==> src/rtl/wash_pkg.sv <==
// Shared types and phase sequencing for the wash cycle sequencer.
package wash_pkg;

    localparam logic [2:0] S_IDLE  = 3'd0;
    localparam logic [2:0] S_READY = 3'd1;
    localparam logic [2:0] S_SOAK  = 3'd2;
    localparam logic [2:0] S_WASH  = 3'd3;
    localparam logic [2:0] S_RINSE = 3'd4;
    localparam logic [2:0] S_SPIN  = 3'd5;
    localparam logic [2:0] S_DONE  = 3'd6;

    typedef enum logic [2:0] {
        ST_IDLE  = S_IDLE,
        ST_READY = S_READY,
        ST_SOAK  = S_SOAK,
        ST_WASH  = S_WASH,
        ST_RINSE = S_RINSE,
        ST_SPIN  = S_SPIN,
        ST_DONE  = S_DONE
    } state_t;

    typedef enum logic [1:0] {
        MODE_FULL  = 2'd0,
        MODE_STD   = 2'd1,
        MODE_RINSE = 2'd2,
        MODE_SPIN  = 2'd3
    } mode_t;

    // Successor of a phase; from any non-phase state, the program's first phase.
    function automatic state_t next_phase(input state_t state, input mode_t mode,
                                          input logic second_rinse_pending);
        state_t nxt;
        case (state)
            ST_SOAK:  nxt = ST_WASH;
            ST_WASH:  nxt = ST_RINSE;
            ST_RINSE: nxt = second_rinse_pending ? ST_RINSE : ST_SPIN;
            ST_SPIN:  nxt = ST_DONE;
            default: begin
                case (mode)
                    MODE_FULL:  nxt = ST_SOAK;
                    MODE_STD:   nxt = ST_WASH;
                    MODE_RINSE: nxt = ST_RINSE;
                    default:    nxt = ST_SPIN;
                endcase
            end
        endcase
        return nxt;
    endfunction

endpackage

==> src/rtl/wash_phase_timer.sv <==
// Prescaled phase down-counter: load on phase entry, hold while paused, flag expiry.
module wash_phase_timer #(
    parameter int unsigned TIMER_W  = 16,
    parameter int unsigned TICK_DIV = 1
) (
    input  logic               clk,
    input  logic               reset,
    input  logic               run,
    input  logic               load,
    input  logic               clear,
    input  logic               hold,
    input  logic [TIMER_W-1:0] load_value,
    output logic               tick_c,
    output logic               expire_c,
    output logic [TIMER_W-1:0] count
);

    localparam int unsigned PRE_W = (TICK_DIV > 1) ? $clog2(TICK_DIV) : 1;

    logic [PRE_W-1:0] pre;

    assign tick_c   = run && !hold && (pre == PRE_W'(TICK_DIV - 1));
    assign expire_c = tick_c && (count == '0);

    // Clear/load win over ticking so a phase change always starts a fresh period.
    always_ff @(posedge clk or posedge reset) begin
        if (reset) begin
            pre   <= '0;
            count <= '0;
        end else if (clear) begin
            pre   <= '0;
            count <= '0;
        end else if (load) begin
            pre   <= '0;
            count <= load_value;
        end else if (tick_c) begin
            pre <= '0;
            if (count != '0) begin
                count <= count - TIMER_W'(1);
            end
        end else if (run && !hold) begin
            pre <= pre + PRE_W'(1);
        end
    end

endmodule

==> src/rtl/wash_cycle_sequencer.sv <==
// Coin-operated wash program sequencer (SOAK/WASH/RINSE/SPIN) with pause and abort.
// Optional double rinse enabled by defining EXTRA_RINSE_EN.
module wash_cycle_sequencer
    import wash_pkg::*;
#(
    parameter int unsigned TIMER_W     = 16,
    parameter int unsigned CREDIT_W    = 4,
    parameter int unsigned PRICE       = 2,
    parameter int unsigned TICK_DIV    = 1,
    parameter int unsigned SOAK_TICKS  = 4,
    parameter int unsigned WASH_TICKS  = 5,
    parameter int unsigned RINSE_TICKS = 3,
    parameter int unsigned SPIN_TICKS  = 2
) (
    input  logic                clk,
    input  logic                reset,
    input  logic                coin_inserted,
    input  logic                start_button,
    input  logic [1:0]          mode_sel,
    input  logic                pause,
    input  logic                abort,
    input  logic                extra_rinse,
    output logic                ready_signal,
    output logic                soak_signal,
    output logic                wash_signal,
    output logic                rinse_signal,
    output logic                spin_signal,
    output logic                paused_signal,
    output logic                done_pulse,
    output logic [CREDIT_W-1:0] credit,
    output logic [TIMER_W-1:0]  time_left
);

    localparam logic [CREDIT_W-1:0] CREDIT_MAX = '1;
    localparam logic [CREDIT_W-1:0] PRICE_C    = CREDIT_W'(PRICE);

    state_t              state, state_next;
    mode_t               mode_q, mode_next;
    logic                rinse_again_q, rinse_again_next;
    logic [CREDIT_W-1:0] credit_next;
    logic                eligible_c, in_phase_c;
    logic                tmr_load, tmr_clear, tmr_hold;
    logic [TIMER_W-1:0]  tmr_value;
    logic                tick_c, expire_c;

`ifndef EXTRA_RINSE_EN
    logic unused_extra_rinse;
    assign unused_extra_rinse = extra_rinse;
`endif

    function automatic logic [TIMER_W-1:0] ticks_for(input state_t s);
        case (s)
            ST_SOAK:  return TIMER_W'(SOAK_TICKS - 1);
            ST_WASH:  return TIMER_W'(WASH_TICKS - 1);
            ST_RINSE: return TIMER_W'(RINSE_TICKS - 1);
            ST_SPIN:  return TIMER_W'(SPIN_TICKS - 1);
            default:  return '0;
        endcase
    endfunction

    assign eligible_c = (credit >= PRICE_C);
    assign in_phase_c = (state == ST_SOAK) || (state == ST_WASH) ||
                        (state == ST_RINSE) || (state == ST_SPIN);

    wash_phase_timer #(
        .TIMER_W (TIMER_W),
        .TICK_DIV(TICK_DIV)
    ) u_timer (
        .clk       (clk),
        .reset     (reset),
        .run       (in_phase_c),
        .load      (tmr_load),
        .clear     (tmr_clear),
        .hold      (tmr_hold),
        .load_value(tmr_value),
        .tick_c    (tick_c),
        .expire_c  (expire_c),
        .count     (time_left)
    );

    // State, latched program and credit registers.
    always_ff @(posedge clk or posedge reset) begin
        if (reset) begin
            state         <= ST_IDLE;
            mode_q        <= MODE_FULL;
            rinse_again_q <= 1'b0;
            credit        <= '0;
        end else begin
            state         <= state_next;
            mode_q        <= mode_next;
            rinse_again_q <= rinse_again_next;
            credit        <= credit_next;
        end
    end

    // Next-state, credit and timer control.
    always_comb begin
        state_next       = state;
        mode_next        = mode_q;
        rinse_again_next = rinse_again_q;
        tmr_load         = 1'b0;
        tmr_clear        = 1'b0;
        tmr_hold         = 1'b0;
        tmr_value        = '0;
        credit_next      = credit;
        if (coin_inserted && (credit != CREDIT_MAX)) begin
            credit_next = credit + CREDIT_W'(1);
        end

        case (state)
            ST_IDLE: begin
                if (eligible_c) begin
                    state_next = ST_READY;
                end
            end
            ST_READY: begin
                if (start_button) begin
                    mode_next = mode_t'(mode_sel);
`ifdef EXTRA_RINSE_EN
                    rinse_again_next = extra_rinse;
`else
                    rinse_again_next = 1'b0;
`endif
                    // READY implies credit >= PRICE, so this cannot overflow.
                    credit_next = credit - PRICE_C + CREDIT_W'(coin_inserted);
                    state_next  = next_phase(ST_READY, mode_t'(mode_sel), 1'b0);
                    tmr_load    = 1'b1;
                    tmr_value   = ticks_for(state_next);
                end
            end
            ST_SOAK, ST_WASH, ST_RINSE, ST_SPIN: begin
                if (abort) begin
                    state_next       = eligible_c ? ST_READY : ST_IDLE;
                    rinse_again_next = 1'b0;
                    tmr_clear        = 1'b1;
                end else if (pause) begin
                    tmr_hold = 1'b1;
                end else if (expire_c) begin
                    state_next = next_phase(state, mode_q, rinse_again_q);
                    if (state == ST_RINSE) begin
                        rinse_again_next = 1'b0;
                    end
                    if (state_next == ST_DONE) begin
                        tmr_clear = 1'b1;
                    end else begin
                        tmr_load  = 1'b1;
                        tmr_value = ticks_for(state_next);
                    end
                end
            end
            ST_DONE: begin
                state_next = eligible_c ? ST_READY : ST_IDLE;
            end
            default: begin
                state_next = ST_IDLE;
            end
        endcase
    end

    // Indicators registered from the next state so they align with the state register.
    always_ff @(posedge clk or posedge reset) begin
        if (reset) begin
            ready_signal  <= 1'b0;
            soak_signal   <= 1'b0;
            wash_signal   <= 1'b0;
            rinse_signal  <= 1'b0;
            spin_signal   <= 1'b0;
            paused_signal <= 1'b0;
            done_pulse    <= 1'b0;
        end else begin
            ready_signal  <= (state_next == ST_READY);
            soak_signal   <= (state_next == ST_SOAK);
            wash_signal   <= (state_next == ST_WASH);
            rinse_signal  <= (state_next == ST_RINSE);
            spin_signal   <= (state_next == ST_SPIN);
            paused_signal <= tmr_hold;
            done_pulse    <= (state_next == ST_DONE);
        end
    end

endmodule

==> config.mk <==
export PLATFORM = sky130hd
export DESIGN_NAME = wash_cycle_sequencer
export DESIGN_NICKNAME = d
export VERILOG_FILES = /design/src/rtl/wash_pkg.sv /design/src/rtl/wash_phase_timer.sv /design/src/rtl/wash_cycle_sequencer.sv
export SDC_FILE = /design/constraint.sdc
export NUM_CORES = 1
export LEC_CHECK = 0
export CORE_ASPECT_RATIO = 0.75
export CORE_UTILIZATION = 45
export CTS_BUF_LIST = sky130_fd_sc_hd__clkbuf_4 sky130_fd_sc_hd__clkbuf_8
export DETAILED_ROUTE_END_ITERATION = 12
export PLACE_DENSITY = 0.7
export SLEW_MARGIN = 30
export SYNTH_ARGS = -nofsm -noshare
export SYNTH_HDL_FRONTEND = slang
export SYNTH_SLANG_ARGS = --single-unit
==> constraint.sdc <==
create_clock -name clk -period 5.3 [get_ports clk]
set_input_delay 1.06 -clock clk [delete_from_list [all_inputs] [get_ports clk]]
set_output_delay 1.06 -clock clk [all_outputs]
set_load 0.005 [all_outputs]
### Yosys cells after proc, flatten, opt, wreduce, memory -nomap -nowiden

Index checks and enable logic that the tools add are counted.

| storage, ports and cells | value |
|---|---|
| word-level logic and storage cells | 127 |
| output and inout port bits | 27 |
| bits in read-only memories | 0 |
| register bits after elaboration | 34 |
| bits in writable memories | 0 |
| latch bits | 0 |
| memories kept | 0 |

| cells by class | value |
|---|---|
| divide/modulo/power cells | 0 |
| $lt $le $gt $ge | 1 |
| multiply operators | 0 |
| multiplexer cells | 56 |
| shift operators | 0 |
| $add $sub $neg | 5 |
| reductions and logical operators | 21 |
| bitwise operators | 1 |
| eq/ne operators | 30 |

Operator list:

| cell | count |
|---|---|
| 2-to-1 mux 16 bit | 4 |
| 2-to-1 mux 3 bit | 16 |
| case mux 3 bit (4 select lines) | 4 |
| equality test 3 bit, second input constant | 11 |
| equality test 3 x 2 -> 1 bit, second input constant | 8 |
| 2-to-1 mux 1 bit | 24 |
| case mux 3 bit (3 select lines) | 2 |
| zero test 16 bit | 1 |
| nonzero test 16 bit | 1 |
| subtractor 16 x 1 -> 16 bit, second input constant | 1 |
| 2-to-1 mux 4 bit | 3 |
| != test 3 bit, second input constant | 3 |
| equality test 3 x 1 -> 1 bit, second input constant | 2 |
| case mux 3 bit (2 select lines) | 1 |
| nonzero test 3 bit | 2 |
| AND reduction 5 bit | 1 |
| adder 4 x 1 -> 4 bit | 1 |
| adder 4 x 1 -> 4 bit, second input constant | 1 |
| equality test 2 x 1 -> 1 bit, second input constant | 2 |
| equality test 2 bit, second input constant | 2 |
| >= comparator 4 x 2 -> 1 bit, second input constant | 1 |
| logical AND 1 bit | 4 |
| zero test 2 bit | 2 |
| != test 4 bit, second input constant | 1 |
| other kinds (12) | 16 |

### Longest topological paths before layout

Gate-level depths: netlist of run 1.

| logic depth | value |
|---|---|
| word-level depth | 20 |
| gate-level depth with buffers | 8 |

### Hierarchy

From an unflattened synthesis of run 1, not the netlist that was laid out.

| unflattened totals | value |
|---|---|
| cells, all modules | 226 |
| area, all modules | 2064.5 sq um |

By module, submodules not included:

| module | times used | cells each | area each (sq um) |
|---|---|---|---|
| wash_phase_timer | 1 | 124 | 1109.8 |
| wash_cycle_sequencer | 1 | 102 | 954.7 |

### Least setup slack after synthesis of run 1

No wires, ideal clock.

| timing | value |
|---|---|
| path type | input -> register |
| from | in abort |
| to | reg u_timer.count[9] |
| setup time | 0.079 ns |
| arrival | 2.568 ns |
| buffers on the path | 1 |
| data required time | 5.221 ns |
| path slack | 2.653 ns |
| stages on the path | 6 |
| cells stage by stage | clkbuf_1 > nor2b_1 > nor4_2 > o211ai_1 > or4_1 > a21oi_1 |

| between the ends | value |
|---|---|
| cells in the longest elaborated chain, start to end | 12 |

Ends and longest elaborated chain:

| item | line | source |
|---|---|---|
| from (decl) | wash_cycle_sequencer.sv:21 | `input logic abort,` |
| 2-to-1 mux 1 bit | wash_cycle_sequencer.sv:132 | `if (abort) begin` |
| 2-to-1 mux 1 bit | wash_cycle_sequencer.sv:110 | `case (state)` |
| zero test 1 bit | wash_phase_timer.sv:22 | `assign tick_c = run && !hold && (pre == PRE_W'(TICK_DIV - 1));` |
| logical AND 1 bit (2 in a row) | wash_phase_timer.sv:22 |  |
| logical AND 1 bit | wash_phase_timer.sv:23 | `assign expire_c = tick_c && (count == '0);` |
| 2-to-1 mux 1 bit | wash_cycle_sequencer.sv:138 | `end else if (expire_c) begin` |
| 2-to-1 mux 1 bit | wash_cycle_sequencer.sv:136 | `end else if (pause) begin` |
| 2-to-1 mux 1 bit | wash_cycle_sequencer.sv:132 |  |
| case mux 1 bit (2 select lines) or 2-to-1 mux 1 bit (tied branches) | wash_cycle_sequencer.sv:110 |  |
| nonzero test 3 bit (no source line) or 2-to-1 mux 16 bit (tied branches) | - |  |
| AND reduction 2 bit (no source line) or 2-to-1 mux 16 bit (tied branches) | - |  |
| to (signal assigned) | wash_phase_timer.sv:35 | `count <= load_value;` |
| to (signal assigned) | wash_phase_timer.sv:39 | `count <= count - TIMER_W'(1);` |
| to (decl) | wash_phase_timer.sv:15 | `output logic [TIMER_W-1:0] count` |

Parallel ways exist; a longest one is shown, timed or not.
A chain may end at the register's enable or synchronous reset.

### Worst setup path after layout of run 1

Ends and elaborated chain as after synthesis.

==> impl_results.md, run 1 <==
- Synth Area in Compound Gates: between 10% and 20%
- Startpoint types: input pin
- Post-CTS Hold Buffers: 0
- Status: finished, final reports clean
- Main flop type after synthesis: dfrtp_1
- R2r setup slk: 2.58 ns
- Via count: 1,694
- Seq/Total Area, Yosys: about two fifths
- Ys async rst share: 100%
- Final setup fails: 0
- # resized after CTS: 0
- GRT Total Usage: between 20% and 30%
- Distinct cells, synth: 49
- Avg Vias per Cell: 5.59
- RePlAce Congestion: 0.842
- Simple-Gate Fraction of Synth Area: 26.6%
- Fin nets: 266
- Worst skew pair latency: 0.28 ns
- Core ar.: 0.00410 mm2
- Largest family of logic cells by synthesized area: simple AND/OR/NAND/NOR gates
- Area share of fa/ha/maj cells after synthesis: around 6.4%
- Die Span X: 77.9 um
- Post-Layout Cell Count: 303
- Post-CTS setup buffers: 0
- Pre-CTS setup slack: 1.87 ns
- CTS H-tree lvls: 2
- Routed WL per cell: 14.7 um
- Routed WL: 4460 um
- Synth Register Bits: 31
- Clk slew on worst S/H paths: approximately 0.070 ns
- EDFF count, synth: 0
- Number of diodes: 0
- First-pass detailed-route iteration total: 4
- Mapped cell area: 0.00194 mm2
- Residual DRC: 0
- Worst R2R Start: u_timer.count[0]
- Final Hold Vio Count: 0
- Initial Util: about 47%
- Largest net degree at the start of global routing: 32
- Mux cell area share after synthesis: less than 1%
- Layout cells sized above 1: 9.68%
- Vias in the first global route: 1,511
- Placed cells: slightly below 300
- YS warnings: 0
- Power per cell area: 709 mW/mm2
- Hold crit path type: flip-flop to flip-flop
- Cells after synthesis: 212
- CP max FO: 9
- Max-slew headroom: 42.0%
- Clock Path Buffers: 2
- Xor/xnor share of the synthesized area: approximately 6.3%
- FP Rows: 20
- Crit path arrival time: 3.37 ns
- Initial antenna violation count: 0
- CTS Buf Count: 5
- Worst slew pin tran: 0.863 ns
- Period utilization: 59.7%
- Die area: about 0.0046 mm2
- Hpwl dp: approximately 3200 um
- Final setup margin: 2.14 ns
- Crit Path Class: input pin to flip-flop
- Tmin final: 3.16 ns
- First-pass GRT wire length: 7620 um
- Most frequent cells in the layout: clkdlybuf4s50_1 (34), nor2_1 (32), dfrtp_1 (31)
- Max Slew Vio Count: 0
- RSZ-0062 raised after global routing: false
- Antenna-violating nets left: 0
- Worst reg2reg path depth: 7
- Setup crit end: u_timer.count[9]
- Setup_tns: 0 ns
- Crit path from: abort
- Peak VDD IR: between 0.3 and 0.4 mV
- Final Total Pwr: approximately 1.7 mW
- WP data required: around 5.5 ns
- FF-to-FF End: u_timer.count[12]
- Mapped Nets: 231
- Count of input and output buffers: 34
- CTS tree: built
- Static Leak: 1.05 nW
- Max_cap viols: 0
- CTS Root Cell: clkbuf_8
- Syn avg cell area: 9.17 um2
- Drt first-iter violations: between 100 and 150
- Fmax: roughly 320 MHz
- Synth-to-Final Area Change: 26.2%
- CTS Sinks: 31
- Ports: 36
- Die height: 58.9 um
- Grt total ovfl: 0
- Commonest non-fill, non-tap cell in the layout: clkdlybuf4s50_1
- Clock Skew: 0.00859 ns
- CP Capture Type: flip-flop
## worst max-delay path: stages
cell and delay (ns):
clkdlybuf4s50_1 0.67, nor2b_1 0.18, nor4_2 0.58, o211ai_1 0.27, or4_1 0.46, a21oi_1 0.15
## worst min path at each step
stage	startpoint	to	slack, ns	cells after the start
floorplan	credit[3]	credit[3]	0.50	1
global placement	credit[3]	credit[3]	0.52	1
detailed placement	credit[3]	credit[3]	0.52	1
CTS	credit[3]	credit[3]	0.53	1
global route	credit[3]	credit[3]	0.56	1
finish	credit[3]	credit[3]	0.53	1
## layer usage
layer | track usage [%] | routed length, um | up-vias
li1 | - | - | 843
met1 | 36.1 | 2420 | 776
met2 | 27.8 | 1680 | 70
met3 | 5.12 | 322 | 5
met4 | 7.14 | 43 | 0
met5 | 0 | 0 | -
## flip-flops by register name, indices dropped and copies added, names as in the netlist
| signal | flops |
|---|---|
| state | 3 |
| paused_signal | 1 |
| u_timer.pre | 1 |
| spin_signal | 1 |
| credit | 4 |
| ready_signal | 1 |
| done_pulse | 1 |
| soak_signal | 1 |
| wash_signal | 1 |
| rinse_signal | 1 |
| u_timer.count | 16 |
## through the flow
step,hold slack [ns],cell area [um2],util [%]
after floorplan,0.502,1940,-
after global placement,0.517,2330,56.8
after detailed placement,0.524,2330,56.8
after CTS,0.535,2450,59.7
after global routing,0.562,2450,59.8
final,0.534,2450,59.8
## cell usage after synthesis, drive strengths merged (4+ instances only)
library cell / instances / share of area, %
ha: 10 / 6.4
o211ai: 4 / 1.5
nand3: 4 / 1.0
o21ai: 9 / 2.3
xor2: 10 / 4.5
or3: 4 / 1.3
buf: 5 / 1.6
nor3b: 4 / 1.5
or4: 6 / 2.7
a21oi: 9 / 2.3
nor4: 5 / 1.9
nor3: 9 / 2.9
nand2: 11 / 2.1
nor2b: 4 / 1.3
dfrtp: 31 / 40
xnor2: 4 / 1.8
nor2: 33 / 6.5
inv: 10 / 1.9
## kinds of logic after synthesis
group / count (synthesis)
compound gates: 45
xor+xnor: 14
fa+ha+maj: 10
buf+inv: 18
flops: 31
mux: 1
simple gates: 93
## layout make-up
type,count,area [um2]
multi-input cells,163,1100
repair buffers,36,355
well taps,55,68.8
inverters,10,37.5
flip-flops and latches,31,776
clock buffers,6,82.6
clock inverters,2,35.0
fillers,374,1650
## where the power goes
part | internal (mW) | total, mW | switching, mW
logic | 0.465 | 1.03 | 0.569
registers | 0.332 | 0.463 | 0.132
clock network | 0.152 | 0.242 | 0.0895
total | 0.949 | 1.74 | 0.791
No activity file was read; power rests on OpenSTA's default activity.
==> inputs of run 2 (changes only) <==
PLACE_DENSITY = 0.73   (was 0.7)
clock period = 2.6 ns   (was 5.3 ns; I/O delays follow)
==> run 2 against run 1 <==
Effect of this change:
- clock-buffer cell count did not move
- routed wire length rose by 0.65%
- sequential cell count did not move
- clock power rose by 100%
- worst hold slack improved by 0.0021 ns
- final area rose by 4.1%
- clock skew fell by 0.0036 ns
- cell count rose by 4.3%
- utilization rose by 2.4 points
==> impl_results.md, run 2 (synthesis results as in run 1) <==
- Most frequent cells in the layout: clkdlybuf4s50_1 (34), nor2_1 (32), dfrtp_1 (31)
- CTS tree: built
- Net Switching: 1.63 mW (+110%)
- Hold WS: 0.536 ns (+0.00207 ns)
- Clock Skew: 0.00503 ns (-0.00356 ns)
- Largest register FFs: 16 (unchanged)
- Placed Instance Area: 0.00243 mm2 (+4.2%)
- Number of diodes: 0 (unchanged)
- Vias in the first global route: 1,591 (+5.3%)
- Worst slew pin tran: 0.868 ns (+0.00421 ns)
- GRT Total Usage: 22.0% (-0.16 points)
- Hold crit path type: flip-flop to flip-flop
- Die Span X: 77.9 um (unchanged)
- CTS Sinks: 31 (unchanged)
- Peak VDD IR: 0.666 mV (+84%)
- Drt first-iter violations: 101 (-32%)
- Final Total Pwr: 3.75 mW (+120%)
- First-pass GRT wire length: 7670 um (+0.63%)
- Grt total ovfl: 0 (unchanged)
- Period utilization: 92.7%
- FP Rows: 20 (unchanged)
- Tmin final: 2.41 ns
- CP Capture Type: flip-flop
- First-pass detailed-route iteration total: 4 (unchanged)
- Post-CTS Hold Buffers: 0 (unchanged)
- Routed WL per cell: 14.2 um (-3.5%)
- Initial antenna violation count: 0 (unchanged)
- Crit Path Class: flip-flop to flip-flop
- Clock Path Buffers: 2 (unchanged)
- Status: finished, final reports clean
- Setup_tns: 0 ns (unchanged)
- Fmax: 415 MHz
- Initial Util: 47.4% (unchanged)
- Die height: 58.9 um (unchanged)
- WP data required: 2.81 ns (-2.70 ns)
- Fin nets: 279 (+4.9%)
- Layout Utilization: 62.2% (+2.4 points)
- Antenna-violating nets left: 0 (unchanged)
- CP max FO: 4 (-5)
- Most flops, register: u_timer.count
- Count of input and output buffers: 34 (unchanged)
- # resized after CTS: 0 (unchanged)
- Layout cells sized above 1: 14.2% (+4.5 points)
- Top flop regs: u_timer.count x16, credit x4, state x3
- Final setup fails: 0 (unchanged)
- Max-slew headroom: 41.7% (-0.28 points)
- Residual DRC: 0 (unchanged)
- Max Slew Vio Count: 0 (unchanged)
- Post-CTS setup buffers: 0 (unchanged)
- Worst skew pair latency: 0.28 ns (about the same)
- Combinational share of power: 62.6% (+3.1 points)
- Synth-to-Final Area Change: 31.3%
- Die area: 0.00459 mm2 (unchanged)
- RePlAce Congestion: 0.898 (+6.6%)
- Crit path arrival time: 2.62 ns (-0.75 ns)
- Largest net degree at the start of global routing: 32 (unchanged)
- CTS H-tree lvls: 2 (unchanged)
- CTS Buf Count: 5 (unchanged)
- CTS Root Cell: clkbuf_8
- Clk slew on worst S/H paths: 0.07 ns (about the same)
- Avg Vias per Cell: 5.61 (+0.30%)
- Power per cell area: 1470 mW/mm2 (+110%)
- Post-route cell area: 0.00255 mm2 (+4.1%)
- Static Leak: 1.12 nW (+6.1%)
- Clk pwr share: 13.1% (-0.8 points)
- Routed WL: 4490 um (+0.65%)
- Internal power: 2.12 mW (+120%)
- Max_cap viols: 0 (unchanged)
- Core ar.: 0.00410 mm2 (unchanged)
- Flop pwr share: 24.3% (-2.3 points)
- Sw frac: 43.4% (-2.0 points)
- Via count: 1,772 (+4.6%)
- Hpwl dp: 3410 um (+5.7%)
- Final Hold Vio Count: 0 (unchanged)
- Ports: 36 (unchanged)
- Commonest non-fill, non-tap cell in the layout: clkdlybuf4s50_1
- Startpoint types: flip-flop
- RSZ-0062 raised after global routing: false
## run 2: changes by cell type in the layout (fill, tap and decap cells not counted), sizes merged
| cell | change |
|---|---|
| buf | +13 |
## run 2: critical path: stages, from the launching register on
cell and delay [ns]:
dfrtp_1 0.39, inv_1 0.10, ha_1 0.20, or3b_2 0.51, nor4_2 0.36, nand4_1 0.21
or4_1 0.43, a21oi_1 0.15
## run 2: layout make-up
type / count / area, um2
well taps: 55 / 68.8
multi-input cells: 163 / 1100
flip-flops and latches: 31 / 776
fillers: 350 / 1550
clock buffers: 6 / 82.6
clock inverters: 2 / 35.0
inverters: 10 / 37.5
repair buffers: 49 / 453
## run 2: stage by stage
stage,cells,worst slack [ns]
final,316,0.190
after global routing,316,0.0334
after detailed placement,308,0.0887
after floorplan,212,0.251
after global placement,308,0.190
after CTS,316,0.0737
## run 2: final timing paths
check | from | endpoint | slack [ns] | depth (start not counted)
setup reg to reg | u_timer.count[0] | u_timer.count[12] | 0.19 | 7
min in group asynchronous | reset | u_timer.count[15] | 0.61 | 3
setup / recovery | u_timer.count[0] | u_timer.count[12] | 0.19 | 7
max in group asynchronous | reset | credit[0] | 1.71 | 3
hold / removal | credit[3] | credit[3] | 0.54 | 1
hold reg to reg | credit[3] | credit[3] | 0.54 | 1
## run 2: layer usage
metal	GRT usage [%]	routed length (um)
met5	0	0
met4	7.41	29
met3	4.50	375
met2	29.2	1830
met1	34.8	2250
## run 2: power by group through the flow
stage / Combinational (mW) / Clock [mW] / Sequential (mW)
after floorplan: 1.54 / 0 / 0.884
after global placement: 2.30 / 0 / 0.909
after detailed placement: 2.32 / 0 / 0.915
after CTS: 2.34 / 0.502 / 0.908
after global routing: 2.59 / 0.529 / 0.945
final: 2.35 / 0.490 / 0.910
==> inputs of run 3 (changes only) <==
CORE_MARGIN = 2   (was unset)
CTS_CLUSTER_DIAMETER = 200   (was unset)
==> run 3 against run 2 <==
Effect of this change:
- clock power shrank 13%
- worst hold slack lost 0.013 ns
- critical path depth is the same
- via count grew 2.5%
- critical endpoint unchanged
==> impl_results.md, run 3 (synthesis results as in run 1) <==
- Status: finished, final reports clean
- Post-route cell area: 0.00255 mm2 (-0.20%)
- Area of the multi-input gates: 0.00109 mm2 (-0.57%)
- First-pass detailed-route iteration total: 5 (+1)
- Most frequent cells in the layout: clkdlybuf4s50_1 (34), nor2_1 (32), dfrtp_1 (31)
- Post-CTS Hold Buffers: 0 (unchanged)
- Crit Path Class: flip-flop to flip-flop
- Placed Instance Area: 0.00244 mm2 (+0.62%)
- Grt total ovfl: 0 (unchanged)
- Final Total Pwr: 3.74 mW (-0.13%)
- Net Switching: 1.67 mW (+2.8%)
- CP max FO: 4 (unchanged)
- Hold WS: 0.523 ns (-0.0134 ns)
- Worst slew pin tran: 0.909 ns (+0.0414 ns)
- Sw frac: 44.7% (+1.3 points)
- Post-Layout Cell Count: 318 (+0.63%)
- CTS Buf Count: 5 (unchanged)
- Fmax: 412 MHz (-0.68%)
- Flop pwr share: 24.3% (about the same)
- CTS Root Cell: clkbuf_8
- # resized after CTS: 0 (unchanged)
- Placed cells: 310 (+0.65%)
- RSZ-0062 raised after global routing: false
- Max Slew Vio Count: 0 (unchanged)
- Top flop regs: u_timer.count x16, credit x4, state x3
- Initial antenna violation count: 0 (unchanged)
- Largest register FFs: 16 (unchanged)
- Final setup margin: 0.173 ns (-0.0165 ns)
- Vias in the first global route: 1,717 (+7.9%)
- First-pass GRT wire length: 8190 um (+6.8%)
- Post-CTS setup buffers: 0 (unchanged)
- Die height: 60.9 um (+3.4%)
- WP data required: 2.82 ns (about the same)
- Avg Vias per Cell: 5.71 (+1.9%)
- Tmin final: 2.43 ns (+0.0165 ns)
- CTS Sinks: 31 (unchanged)
- Die area: 0.00487 mm2 (+6.0%)
- CTS H-tree lvls: 2 (unchanged)
- Clock Skew: 0.00833 ns (+0.00330 ns)
- Internal power: 2.07 mW (-2.3%)
- Clk slew on worst S/H paths: 0.07 ns (about the same)
- Most flops, register: u_timer.count
- Crit path arrival time: 2.65 ns (+0.03 ns)
- Seq. cell area: 776 um2 (unchanged)
- FP Rows: 20 (unchanged)
- Power per cell area: 1470 mW/mm2 (about the same)
- Max_cap viols: 0 (unchanged)
- Clk pwr share: 11.4% (-1.7 points)
- Fill count: 361 (+3.1%)
- Peak VDD IR: 0.723 mV (+8.4%)
- Via count: 1,817 (+2.5%)
- Synth-to-Final Area Change: 31.1%
- Hold crit path type: flip-flop to flip-flop
- Clock Path Buffers: 2 (unchanged)
- Routed WL: 4870 um (+8.5%)
- Largest net degree at the start of global routing: 32 (unchanged)
- Commonest non-fill, non-tap cell in the layout: clkdlybuf4s50_1
- Die Span X: 79.9 um (+2.6%)
- Layout cells sized above 1: 14.4% (+0.27 points)
- Pre-CTS setup slack: 0.187 ns (+0.0981 ns)
- Count of input and output buffers: 34 (unchanged)
- Core ar.: 0.00410 mm2 (unchanged)
- CP Capture Type: flip-flop
- RePlAce Congestion: 0.844 (-6.0%)
- Worst skew pair latency: 0.29 ns (about the same)
- Period utilization: 93.3% (+0.63 points)
- Startpoint types: flip-flop
- Final setup fails: 0 (unchanged)
- Routed WL per cell: 15.3 um (+7.8%)
- Static Leak: 1.12 nW (about the same)
- Final Hold Vio Count: 0 (unchanged)
- Ports: 36 (unchanged)
- Hpwl dp: 3560 um (+4.4%)
- Number of diodes: 0 (unchanged)
- Fin nets: 281 (+0.72%)
- Setup_tns: 0 ns (unchanged)
- Max-slew headroom: 39.0% (-2.8 points)
- Antenna-violating nets left: 0 (unchanged)
- Combinational share of power: 64.3% (+1.7 points)
- Drt first-iter violations: 196 (+94%)
- CTS tree: built
- Residual DRC: 0 (unchanged)
- Initial Util: 47.4% (unchanged)
- Layout Utilization: 62.1% (-0.12 points)
- GRT Total Usage: 22.3% (+0.29 points)
[run 3: cell types whose count changed in the layout (fill, tap and decap cells not counted), sizes merged]
cell      before  now
clkbuf         6    7
clkinv         1    0
buf           15   17
bufinv         1    0
clkinvlp       0    1
[run 3: metal layers]
layer | routed length (um) | vias up | global-route usage, %
met4 | 79 | 0 | 8.96
met3 | 393 | 11 | 5.21
met1 | 2350 | 850 | 33.0
met2 | 2050 | 78 | 31.4
li1 | - | 878 | -
met5 | 0 | - | 0
[run 3: path summary, 6_finish.rpt]
path,from,cells after the start,slack [ns],end
worst max-delay path,u_timer.count[0],7,0.17,u_timer.count[12]
worst max register to register,u_timer.count[0],7,0.17,u_timer.count[12]
min in group asynchronous,reset,3,0.61,paused_signal
worst min register to register,credit[3],1,0.52,credit[3]
max in group asynchronous,reset,3,1.70,credit[0]
worst min-delay path,credit[3],1,0.52,credit[3]
[run 3: final cells by class]
type,instances,area share (%)
Multi-Input combinational cell,163,43.0
Tap cell,55,2.70
Timing Repair Buffer,51,18.4
Clock inverter,1,0.295
Sequential cell,31,30.4
Clock buffer,7,3.78
Inverter,10,1.47
[run 3: worst max-delay path, stage by stage (launching register included)]
cell and delay, ns:
dfrtp_1 0.39, inv_1 0.10, ha_1 0.20, or3b_2 0.49, nor4_1 0.38, nand4_1 0.21, or4_1 0.43, a21oi_1 0.15
[run 3: power groups by stage]
stage | Sequential [mW] | Combinational (mW) | Clock [mW]
floorplan | 0.884 | 1.54 | 0
global placement | 0.898 | 2.33 | 0
detailed placement | 0.911 | 2.35 | 0
CTS | 0.908 | 2.39 | 0.437
global route | 0.942 | 2.65 | 0.461
finish | 0.909 | 2.41 | 0.427
